**src/rtl/ysyx_23060236_lsu.sv**
```systemverilog
// Load/store unit: accepts one memory request at a time from execute and
// runs it over an AXI4-lite master port, returning aligned/extended load data.
//
// state | meaning
// IDLE  | ready for a new request
// AR    | read address presented, waiting for arready
// R     | waiting for read data
// AW_W  | write address and data presented, waiting for both handshakes
// B     | waiting for write response
// DONE  | one-cycle completion pulse on lsu_over
module ysyx_23060236_lsu (
    input  logic        clock,
    input  logic        reset,
    input  logic        lsu_valid,
    output logic        lsu_ready,
    input  logic        ren,
    input  logic        wen,
    input  logic [2:0]  funct3,
    input  logic [31:0] addr,
    input  logic [31:0] wdata_in,
    output logic        lsu_over,
    output logic [31:0] lsu_rdata,
    output logic        lsu_err,
    output logic [31:0] araddr,
    output logic        arvalid,
    input  logic        arready,
    input  logic [31:0] rdata,
    input  logic [1:0]  rresp,
    input  logic        rvalid,
    output logic        rready,
    output logic [31:0] awaddr,
    output logic        awvalid,
    input  logic        awready,
    output logic [31:0] wdata,
    output logic [3:0]  wstrb,
    output logic        wvalid,
    input  logic        wready,
    input  logic [1:0]  bresp,
    input  logic        bvalid,
    output logic        bready
);

    typedef enum logic [2:0] {IDLE, AR, R, AW_W, B, DONE} state_t;

    state_t      state;
    logic [1:0]  off_q;
    logic [2:0]  funct3_q;
    logic        misaligned;
    logic [3:0]  strb_base;
    logic [31:0] load_data;
    logic [31:0] rdata_sh;

    always_comb begin
        misaligned = 1'b0;
        strb_base  = 4'b1111;
        case (funct3[1:0])
            2'b00: strb_base = 4'b0001;
            2'b01: begin
                strb_base  = 4'b0011;
                misaligned = addr[0];
            end
            2'b10: misaligned = (addr[1:0] != 2'b00);
            default: ;
        endcase
    end

    // Shift the addressed byte lane down to bit 0 before extension.
    always_comb begin
        rdata_sh  = rdata >> {off_q, 3'b000};
        load_data = rdata;
        case (funct3_q)
            3'b000: load_data = {{24{rdata_sh[7]}}, rdata_sh[7:0]};
            3'b001: load_data = {{16{rdata_sh[15]}}, rdata_sh[15:0]};
            3'b100: load_data = {24'd0, rdata_sh[7:0]};
            3'b101: load_data = {16'd0, rdata_sh[15:0]};
            default: load_data = rdata;
        endcase
    end

    always_ff @(posedge clock or posedge reset) begin
        if (reset) begin
            state     <= IDLE;
            off_q     <= 2'b00;
            funct3_q  <= 3'b000;
            lsu_ready <= 1'b1;
            lsu_over  <= 1'b0;
            lsu_err   <= 1'b0;
            lsu_rdata <= 32'd0;
            araddr    <= 32'd0;
            arvalid   <= 1'b0;
            rready    <= 1'b0;
            awaddr    <= 32'd0;
            awvalid   <= 1'b0;
            wdata     <= 32'd0;
            wstrb     <= 4'b0000;
            wvalid    <= 1'b0;
            bready    <= 1'b0;
        end else begin
            case (state)
                IDLE: begin
                    if (lsu_valid) begin
                        lsu_ready <= 1'b0;
                        off_q     <= addr[1:0];
                        funct3_q  <= funct3;
                        if ((ren || wen) && misaligned) begin
                            state     <= DONE;
                            lsu_over  <= 1'b1;
                            lsu_err   <= 1'b1;
                            lsu_rdata <= 32'd0;
                        end else if (ren) begin
                            state   <= AR;
                            arvalid <= 1'b1;
                            araddr  <= addr;
                        end else if (wen) begin
                            state   <= AW_W;
                            awvalid <= 1'b1;
                            wvalid  <= 1'b1;
                            awaddr  <= addr;
                            wdata   <= wdata_in << {addr[1:0], 3'b000};
                            wstrb   <= strb_base << addr[1:0];
                        end else begin
                            state     <= DONE;
                            lsu_over  <= 1'b1;
                            lsu_err   <= 1'b0;
                            lsu_rdata <= addr;
                        end
                    end
                end
                AR: begin
                    if (arready) begin
                        arvalid <= 1'b0;
                        rready  <= 1'b1;
                        state   <= R;
                    end
                end
                R: begin
                    if (rvalid) begin
                        rready    <= 1'b0;
                        lsu_rdata <= load_data;
                        lsu_err   <= (rresp != 2'b00);
                        lsu_over  <= 1'b1;
                        state     <= DONE;
                    end
                end
                AW_W: begin
                    // Address and data channels complete independently.
                    if (awready) awvalid <= 1'b0;
                    if (wready)  wvalid  <= 1'b0;
                    if ((!awvalid || awready) && (!wvalid || wready)) begin
                        bready <= 1'b1;
                        state  <= B;
                    end
                end
                B: begin
                    if (bvalid) begin
                        bready    <= 1'b0;
                        lsu_err   <= (bresp != 2'b00);
                        lsu_rdata <= 32'd0;
                        lsu_over  <= 1'b1;
                        state     <= DONE;
                    end
                end
                DONE: begin
                    lsu_over  <= 1'b0;
                    lsu_err   <= 1'b0;
                    lsu_ready <= 1'b1;
                    state     <= IDLE;
                end
                default: state <= IDLE;
            endcase
        end
    end

endmodule

```
**config.mk**
```make
export PLATFORM = sky130hd
export DESIGN_NAME = ysyx_23060236_lsu
export DESIGN_NICKNAME = d
export VERILOG_FILES = /design/src/rtl/ysyx_23060236_lsu.sv
export SDC_FILE = /design/constraint.sdc
export NUM_CORES = 1
export LEC_CHECK = 0
export BUFFER_PORTS_ARGS = -buffer_cell sky130_fd_sc_hd__buf_2
export CAP_MARGIN = 25
export CORE_MARGIN = 4
export CORE_UTILIZATION = 50
export DETAILED_ROUTE_END_ITERATION = 12
export PLACE_DENSITY = 0.84
export RECOVER_POWER = 50
export SETUP_SLACK_MARGIN = 0.2
export SLEW_MARGIN = 25
export SYNTH_ARGS = -nofsm -noshare
export SYNTH_HDL_FRONTEND = slang
export SYNTH_SLANG_ARGS = --single-unit
```
**constraint.sdc**
```tcl
create_clock -name clock -period 6.5 [get_ports clock]
set_clock_uncertainty 0.15 [all_clocks]
set_input_delay 0.975 -clock clock [delete_from_list [all_inputs] [get_ports clock]]
set_output_delay 0.975 -clock clock [all_outputs]
set_load 0.01 [all_outputs]
```
==> results of run 1 <==
## routing by layer
metal | track usage | routed length (um) | vias up
met5 | 0 | 0 | -
met4 | 0.109 | 694 | 0
met3 | 0.0539 | 1510 | 55
met2 | 0.386 | 9990 | 288
met1 | 0.341 | 8360 | 2943
li1 | - | - | 2819
## worst min-delay path: stages (launching register included)
cell and delay [ns]:
dfrtp_1 0.34, nand2_1 0.05, o21ai_0 0.06
## power breakdown
group	switching (uW)	internal, uW
sequential	347	1370
clock	392	645
combinational	1010	707
## cells in the mapped netlist, drive strengths merged (2+ instances only)
master and n:
dfrtp 147, mux2 78, nor2 66, nand2 64
a21oi 51, o21ai 34, buf 29, mux2i 24
clkbuf 20, a22oi 16, nor2b 13, o31ai 11
a211oi 9, inv 9, a221o 8, a31oi 8
and3 8, o211ai 8, nand3b 7, o221ai 7
nand3 6, nand2b 5, a32oi 4, ha 4
a221oi 3, o22a 2
## registers in the layout (all words and copies together), names as in the netlist, 2 cells and up
name	count
araddr	32
lsu_rdata	32
wdata	32
funct3_q	3
wstrb	4
awaddr	32
state	3
off_q	2
## layout make-up
cell class,instances,area [sq um],area share
clock inverters,15,203,0.0229
diodes,2,5.00,0.000566
inverters,9,35.0,0.00396
well taps,180,225,0.0255
clock buffers,17,425,0.0481
repair buffers,256,1130,0.128
multi-input cells,450,3110,0.352
flip-flops and latches,148,3700,0.419
## metrics by stage
step,instances,util
6_report,1077,0.634
5_1_grt,1077,0.634
4_1_cts,1075,0.647
3_5_place_dp,1043,0.602
3_3_place_gp,1043,0.602
2_1_floorplan,656,-
## cells in the final DEF, fill, tap and decap left out, drive strengths merged, types with 9 or more instances in the layout
cell type,instances
clkbuf,145
nor2b,13
a22oi,16
o21ai,34
dfrtp,147
inv,11
nor2,66
buf,128
a211oi,9
mux2,78
mux2i,24
a21oi,51
o31ai,11
nand2,64
## cells by family after synthesis
family / after synthesis / share of synthesized area
muxes: 103 / 0.160
adders and majority gates: 4 / 0.00702
buffers and inverters: 58 / 0.0421
DFF: 148 / 0.520
and+or+nand+nor: 176 / 0.116
AOI/OAI and AO/OA: 167 / 0.155
## final timing paths
| kind | startpoint | endpoint | slack [ns] |
|---|---|---|---|
| setup reg to reg | state[1] | awaddr[0] | 2.99 |
| max in group clock | lsu_valid | awaddr[0] | 2.90 |
| hold reg to reg | wdata[0] | wdata[0] | 0.34 |
| min in group asynchronous | reset | wdata[26] | 1.43 |
| hold / removal | wdata[0] | wdata[0] | 0.34 |
| setup / recovery | reset | state[0] | 2.79 |
==> impl_metrics.env, run 1 <==
export IMPL_critical_path_top_delay_family="buffers and inverters"
export IMPL_die_area_sq_um=16200
export IMPL_maxSlewViolCount=84
export IMPL_place_ws_ns=2.59
export IMPL_io_buffers=252
export IMPL_run_status="complete, but fails checks"
export IMPL_htree_num_levels=4
export IMPL_synthCells=656
export IMPL_cts_buffers=17
export IMPL_crit_fanout=83
export IMPL_rows=43
export IMPL_drc=0
export IMPL_grt_max_degree=84
export IMPL_cp_slowest_cell="clkinvlp_2"
export IMPL_cts_setup_buffers=0
export IMPL_yosysTopAreaCell="dfrtp_1"
export IMPL_post_cts_resized=0
export IMPL_synth_seq_cells=148
export IMPL_cts_tree="yes"
export IMPL_routed_via_density=5.67
export IMPL_vias=6105
export IMPL_synth_edff_count=0
export IMPL_drive_gt1_frac=0.277
export IMPL_fin_ws_ns=2.79
export IMPL_whs_ns=0.336
export IMPL_maxCapViolations=1
export IMPL_drtPass1Iterations=5
export IMPL_grt_pass1_wl_um=31500
export IMPL_cts_root_buffer="clkbuf_16"
export IMPL_leakagePower_uw=0.00400
export IMPL_pwr_density_cell_nw_per_um2=506
export IMPL_power_total_uw=4470
export IMPL_avgSynthCellArea_sq_um=10.9
export IMPL_setup_viol=0
export IMPL_cts_hold_buf=0
export IMPL_postRouteAntennaNets=0
export IMPL_fillers=1187
export IMPL_fin_crit_ns=3.71
export IMPL_ys_seq_area_frac=0.520
export IMPL_nNetsFinal=999
export IMPL_rsz0062_at_grt="no"
export IMPL_path_class="input port to async pin"
export IMPL_netlist_area_sq_um=7130
export IMPL_antenna_found_initial=2
export IMPL_clock_fmax_mhz=269
export IMPL_core_area_sq_um=13900
export IMPL_wl_um=20600
export IMPL_insertion_delay_ns=0.41
export IMPL_hold_class="register to register"
export IMPL_violations="max-capacitance violations, max-slew violations"
export IMPL_start_util=0.511
export IMPL_slew_headroom=-1.35
export IMPL_crit_path_start_kind="input port"
export IMPL_async_flop_share=1.00
export IMPL_overflow=0
export IMPL_drt_iter0_drc=548
export IMPL_period_share=0.571
export IMPL_clk_pin_slew_ns=0.07
export IMPL_io_pin_count=253
export IMPL_synth_nets=773
export IMPL_yosys_warnings=0
export IMPL_path_cells="buf_2 > clkinvlp_2 > buf_4"
export IMPL_grt_pass1_vias=5835
export IMPL_finish_instance_area_sq_um=8840
export IMPL_worstPathRequired_ns=6.79
export IMPL_syn_to_final_growth_pct=24.1
export IMPL_ys_flop_type="dfrtp_1"
export IMPL_tightest_slew_ns=3.51
export IMPL_grt_use_total=0.250
export IMPL_placed_area_sq_um=8390
export IMPL_die_x_um=127
export IMPL_wl_per_cell_um=19.1
export IMPL_hold_viol=0
export IMPL_fin_setup_tns_ns=0
export IMPL_cp_num_cells=3
export IMPL_worstHoldPathCells=2
export IMPL_rr_worst_depth=5
export IMPL_synth_distinct_cells=50
export IMPL_cts_buffer_depth=2
export IMPL_yosysTopAreaCellShare=0.516
export IMPL_synth_area_leaders="dfrtp_1 52%, mux2_2 12%, a21oi_1 3.6%, nor2_1 3.4%, mux2i_1 3.4%"
export IMPL_end_kind="async pin"
export IMPL_cp_num_buf_inv=3
export IMPL_crit_arrival_ns=4.00
export IMPL_dieHeight_um=127
export IMPL_dpl_hpwl_um=15000
export IMPL_slowest_delay_ns=1.94
export IMPL_gp_congestion=0.888
export IMPL_ir_drop_uv=319
export IMPL_clock_sinks=148
Power figures use the tool's default switching activity.
==> run 2: changes to the inputs <==
--- a/config.mk
+++ b/config.mk
@@ -5,12 +5,13 @@
 export SDC_FILE = /design/constraint.sdc
 export NUM_CORES = 1
 export LEC_CHECK = 0
+export ABC_AREA = 1
 export BUFFER_PORTS_ARGS = -buffer_cell sky130_fd_sc_hd__buf_2
 export CAP_MARGIN = 25
 export CORE_MARGIN = 4
-export CORE_UTILIZATION = 50
+export CORE_UTILIZATION = 46
 export DETAILED_ROUTE_END_ITERATION = 12
-export PLACE_DENSITY = 0.84
+export PLACE_DENSITY = 0.81
 export RECOVER_POWER = 50
 export SETUP_SLACK_MARGIN = 0.2
 export SLEW_MARGIN = 25
==> constraint.sdc (replaced) <==
create_clock -name clock -period 3.37 [get_ports clock]
set_clock_uncertainty 0.15 [all_clocks]
set_input_delay 0.5055 -clock clock [delete_from_list [all_inputs] [get_ports clock]]
set_output_delay 0.5055 -clock clock [all_outputs]
set_load 0.01 [all_outputs]
==> run 2 against run 1 <==
  * The run still ends with max-capacitance violations, max-slew violations left
  * Power is 97% higher
  * Clock power is 86% higher
  * Worst setup slack worse by 1.9 ns
  * Combinational power is 120% higher
  * Count of clock-buffer cells in the layout is 2 higher
  * Cell count is 37% higher
  * Design area is 5.7% higher
  * First-iteration DRC count is 15% higher
  * Die area is 13% higher
  * Critical path type is now register to register
  * Critical endpoint is now lsu_rdata[29]
  * Largest power group is now combinational logic
  * Highest routed layer is now met5
==> impl_metrics.env, run 2 <==
export IMPL_drt_iter0_drc=630
export IMPL_yosys_warnings=0
export IMPL_cts_hold_buf=0
export IMPL_leakagePower_uw=0.00519
export IMPL_ir_drop_uv=532
export IMPL_multi_input_area_sq_um=3140
export IMPL_die_x_um=135
export IMPL_p_int_uw=5050
export IMPL_period_share=0.726
export IMPL_crit_path_start_kind="register"
export IMPL_netlist_area_sq_um=7440
export IMPL_cts_tree="yes"
export IMPL_path_class="register to register"
export IMPL_async_flop_share=1.00
export IMPL_violations="max-capacitance violations, max-slew violations"
export IMPL_synth_area_leaders="dfrtp_1 49%, nand2_1 21%, o21ai_0 7.8%, inv_1 4.5%, nand3_1 4.2%"
export IMPL_p_switching_uw=3750
export IMPL_synthMostInstantiatedCell="nand2_1"
export IMPL_final_common_cell="nand2_1"
export IMPL_core_area_sq_um=15900
export IMPL_dr_wl_met3_um=2060
export IMPL_pwr_density_cell_nw_per_um2=942
export IMPL_synth_distinct_cells=29
export IMPL_dieHeight_um=135
export IMPL_cts_buffers=17
export IMPL_synthCells=1024
export IMPL_synth_seq_cells=148
export IMPL_end_kind="register"
export IMPL_overflow=0
export IMPL_drc=0
export IMPL_postRouteAntennaNets=0
export IMPL_cts_buffer_depth=2
export IMPL_grt_max_degree=149
export IMPL_swShare=0.426
export IMPL_slew_headroom=-0.333
export IMPL_clock_fmax_mhz=409
export IMPL_hold_class="input port to register"
export IMPL_crit_arrival_ns=2.61
export IMPL_avgSynthCellArea_sq_um=7.27
export IMPL_grt_use_total=0.257
export IMPL_die_area_sq_um=18300
export IMPL_gp_congestion=0.901
export IMPL_grt_pass1_wl_um=37100
export IMPL_wl_um=23800
export IMPL_dpl_hpwl_um=17200
export IMPL_wl_per_cell_um=16.1
export IMPL_reg2reg_to="lsu_rdata[29]"
export IMPL_antenna_found_initial=2
export IMPL_io_buffers=252
export IMPL_utilization=0.588
export IMPL_grt_pass1_vias=7294
export IMPL_yosysTopAreaCellShare=0.494
export IMPL_worstPathRequired_ns=3.53
export IMPL_insertion_delay_ns=0.43
export IMPL_drive_gt1_frac=0.188
export IMPL_routed_via_density=5.21
export IMPL_met1_length_um=9610
export IMPL_rsz0062_at_grt="no"
export IMPL_cts_setup_buffers=0
export IMPL_comb_power_share=0.424
export IMPL_syn_to_final_growth_pct=25.6
export IMPL_cts_root_buffer="clkbuf_16"
export IMPL_post_cts_resized=0
export IMPL_crit_fanout=16
export IMPL_wl_met2_um=11300
export IMPL_rr_worst_depth=8
export IMPL_synth_nets=1141
export IMPL_ys_seq_area_frac=0.498
export IMPL_run_status="complete, but fails checks"
export IMPL_seq_power_share=0.357
export IMPL_seqCellArea_sq_um=3700
export IMPL_synth_edff_count=0
export IMPL_setup_viol=0
export IMPL_nNetsFinal=1367
export IMPL_p_clk_frac=0.219
export IMPL_vias=7702
export IMPL_endpoint="lsu_rdata[29]"
export IMPL_yosysTopAreaCell="dfrtp_1"
export IMPL_maxSlewViolCount=149
export IMPL_io_pin_count=253
export IMPL_hp_start="awready"
export IMPL_start_util=0.469
export IMPL_maxCapViolations=1
export IMPL_highest_layer="met5"
export IMPL_r2r_slack_ns=0.92
export IMPL_fin_crit_ns=2.45
export IMPL_ys_flop_type="dfrtp_1"
export IMPL_r2r_start="off_q[1]"
export IMPL_fin_setup_tns_ns=0
export IMPL_fillers=1476
export IMPL_mostFrequentLayoutCells="420 x nand2_1, 181 x buf_2, 147 x dfrtp_1, 116 x o21ai_0, 89 x inv_1"
export IMPL_clk_pin_slew_ns=0.06
export IMPL_tightest_slew_ns=2.00
export IMPL_hold_viol=0
export IMPL_synth_common_cells="420 x nand2_1, 147 x dfrtp_1, 116 x o21ai_0"
export IMPL_htree_num_levels=4
export IMPL_clock_sinks=148
export IMPL_cp_startpoint="off_q[1]"
export IMPL_rows=46
export IMPL_drtPass1Iterations=5
[run 2: cell types whose count changed after synthesis, moves of 13 or more]
| cell | previous run | this run |
|---|---|---|
| a22oi_1 | 16 | 2 |
| clkbuf_1 | 20 | 33 |
| inv_1 | 9 | 90 |
| mux2_2 | 77 | 0 |
| mux2i_1 | 24 | 0 |
| nand2_1 | 64 | 420 |
| nand3_1 | 4 | 63 |
| nor2_1 | 65 | 42 |
| nor2b_1 | 13 | 0 |
| o21ai_0 | 30 | 116 |
[run 2: cell type report]
type                       count  share of cell area
clock inverter                12              0.0167
antenna                        1            0.000268
clock buffer                  19              0.0474
sequential                   148               0.396
multi-input combinational    725               0.336
tap                          216              0.0289
timing repair buffer         263               0.136
inverter                      95              0.0385
[run 2: worst min-delay path by stage]
stage / cells past startpoint / end
2_1_floorplan: 2 / funct3_q[2]
3_3_place_gp: 2 / wdata[26]
3_5_place_dp: 2 / lsu_rdata[3]
4_1_cts: 2 / awvalid
5_1_grt: 2 / wvalid
6_report: 2 / awvalid
[run 2: per-stage QoR]
step | hold slack (ns) | cells | power [uW] | setup WS (ns) | cell area, sq um
after floorplan | 0.315 | 1024 | 5460 | 0.854 | 7450
after CTS | 0.124 | 1477 | 8920 | 0.921 | 9440
final | 0.133 | 1479 | 8800 | 0.924 | 9350
after detailed placement | 0.304 | 1446 | 6950 | 0.526 | 8840
after global routing | 0.144 | 1479 | 9470 | 0.640 | 9350
after global placement | 0.300 | 1446 | 6820 | 0.556 | 8840
[run 2: worst max-delay path: stages (launching register included)]
cell and delay [ns]:
dfrtp_1 0.51, inv_1 0.36, nand3_1 0.18, nand3_2 0.21, nand3_1 0.47, nand2_1 0.27, nand2_1 0.07, nand2_1 0.06
nand2_1 0.05
[run 2: layer usage]
layer | global-route usage | vias to the layer above
li1 | - | 3669
met1 | 0.342 | 3578
met2 | 0.408 | 380
met3 | 0.0557 | 73
met4 | 0.114 | 2
met5 | 0 | -
[run 2: kinds of logic (layout without fill, tap and decap cells)]
group | after synthesis | after routing | synth area share
other | 0 | 1 | 0
buffers and inverters | 151 | 389 | 0.0813
AOI/OAI and AO/OA | 185 | 185 | 0.128
and+or+nand+nor | 536 | 536 | 0.286
DFF | 148 | 148 | 0.498
adders and majority gates | 4 | 4 | 0.00672
[run 2: power groups by stage]
stage	sequential, uW	clock [uW]	combinational [uW]
after floorplan	3400	0	2060
after global placement	3110	0	3710
after detailed placement	3130	0	3820
after CTS	3120	1950	3850
after global routing	3230	2040	4190
final	3140	1930	3730
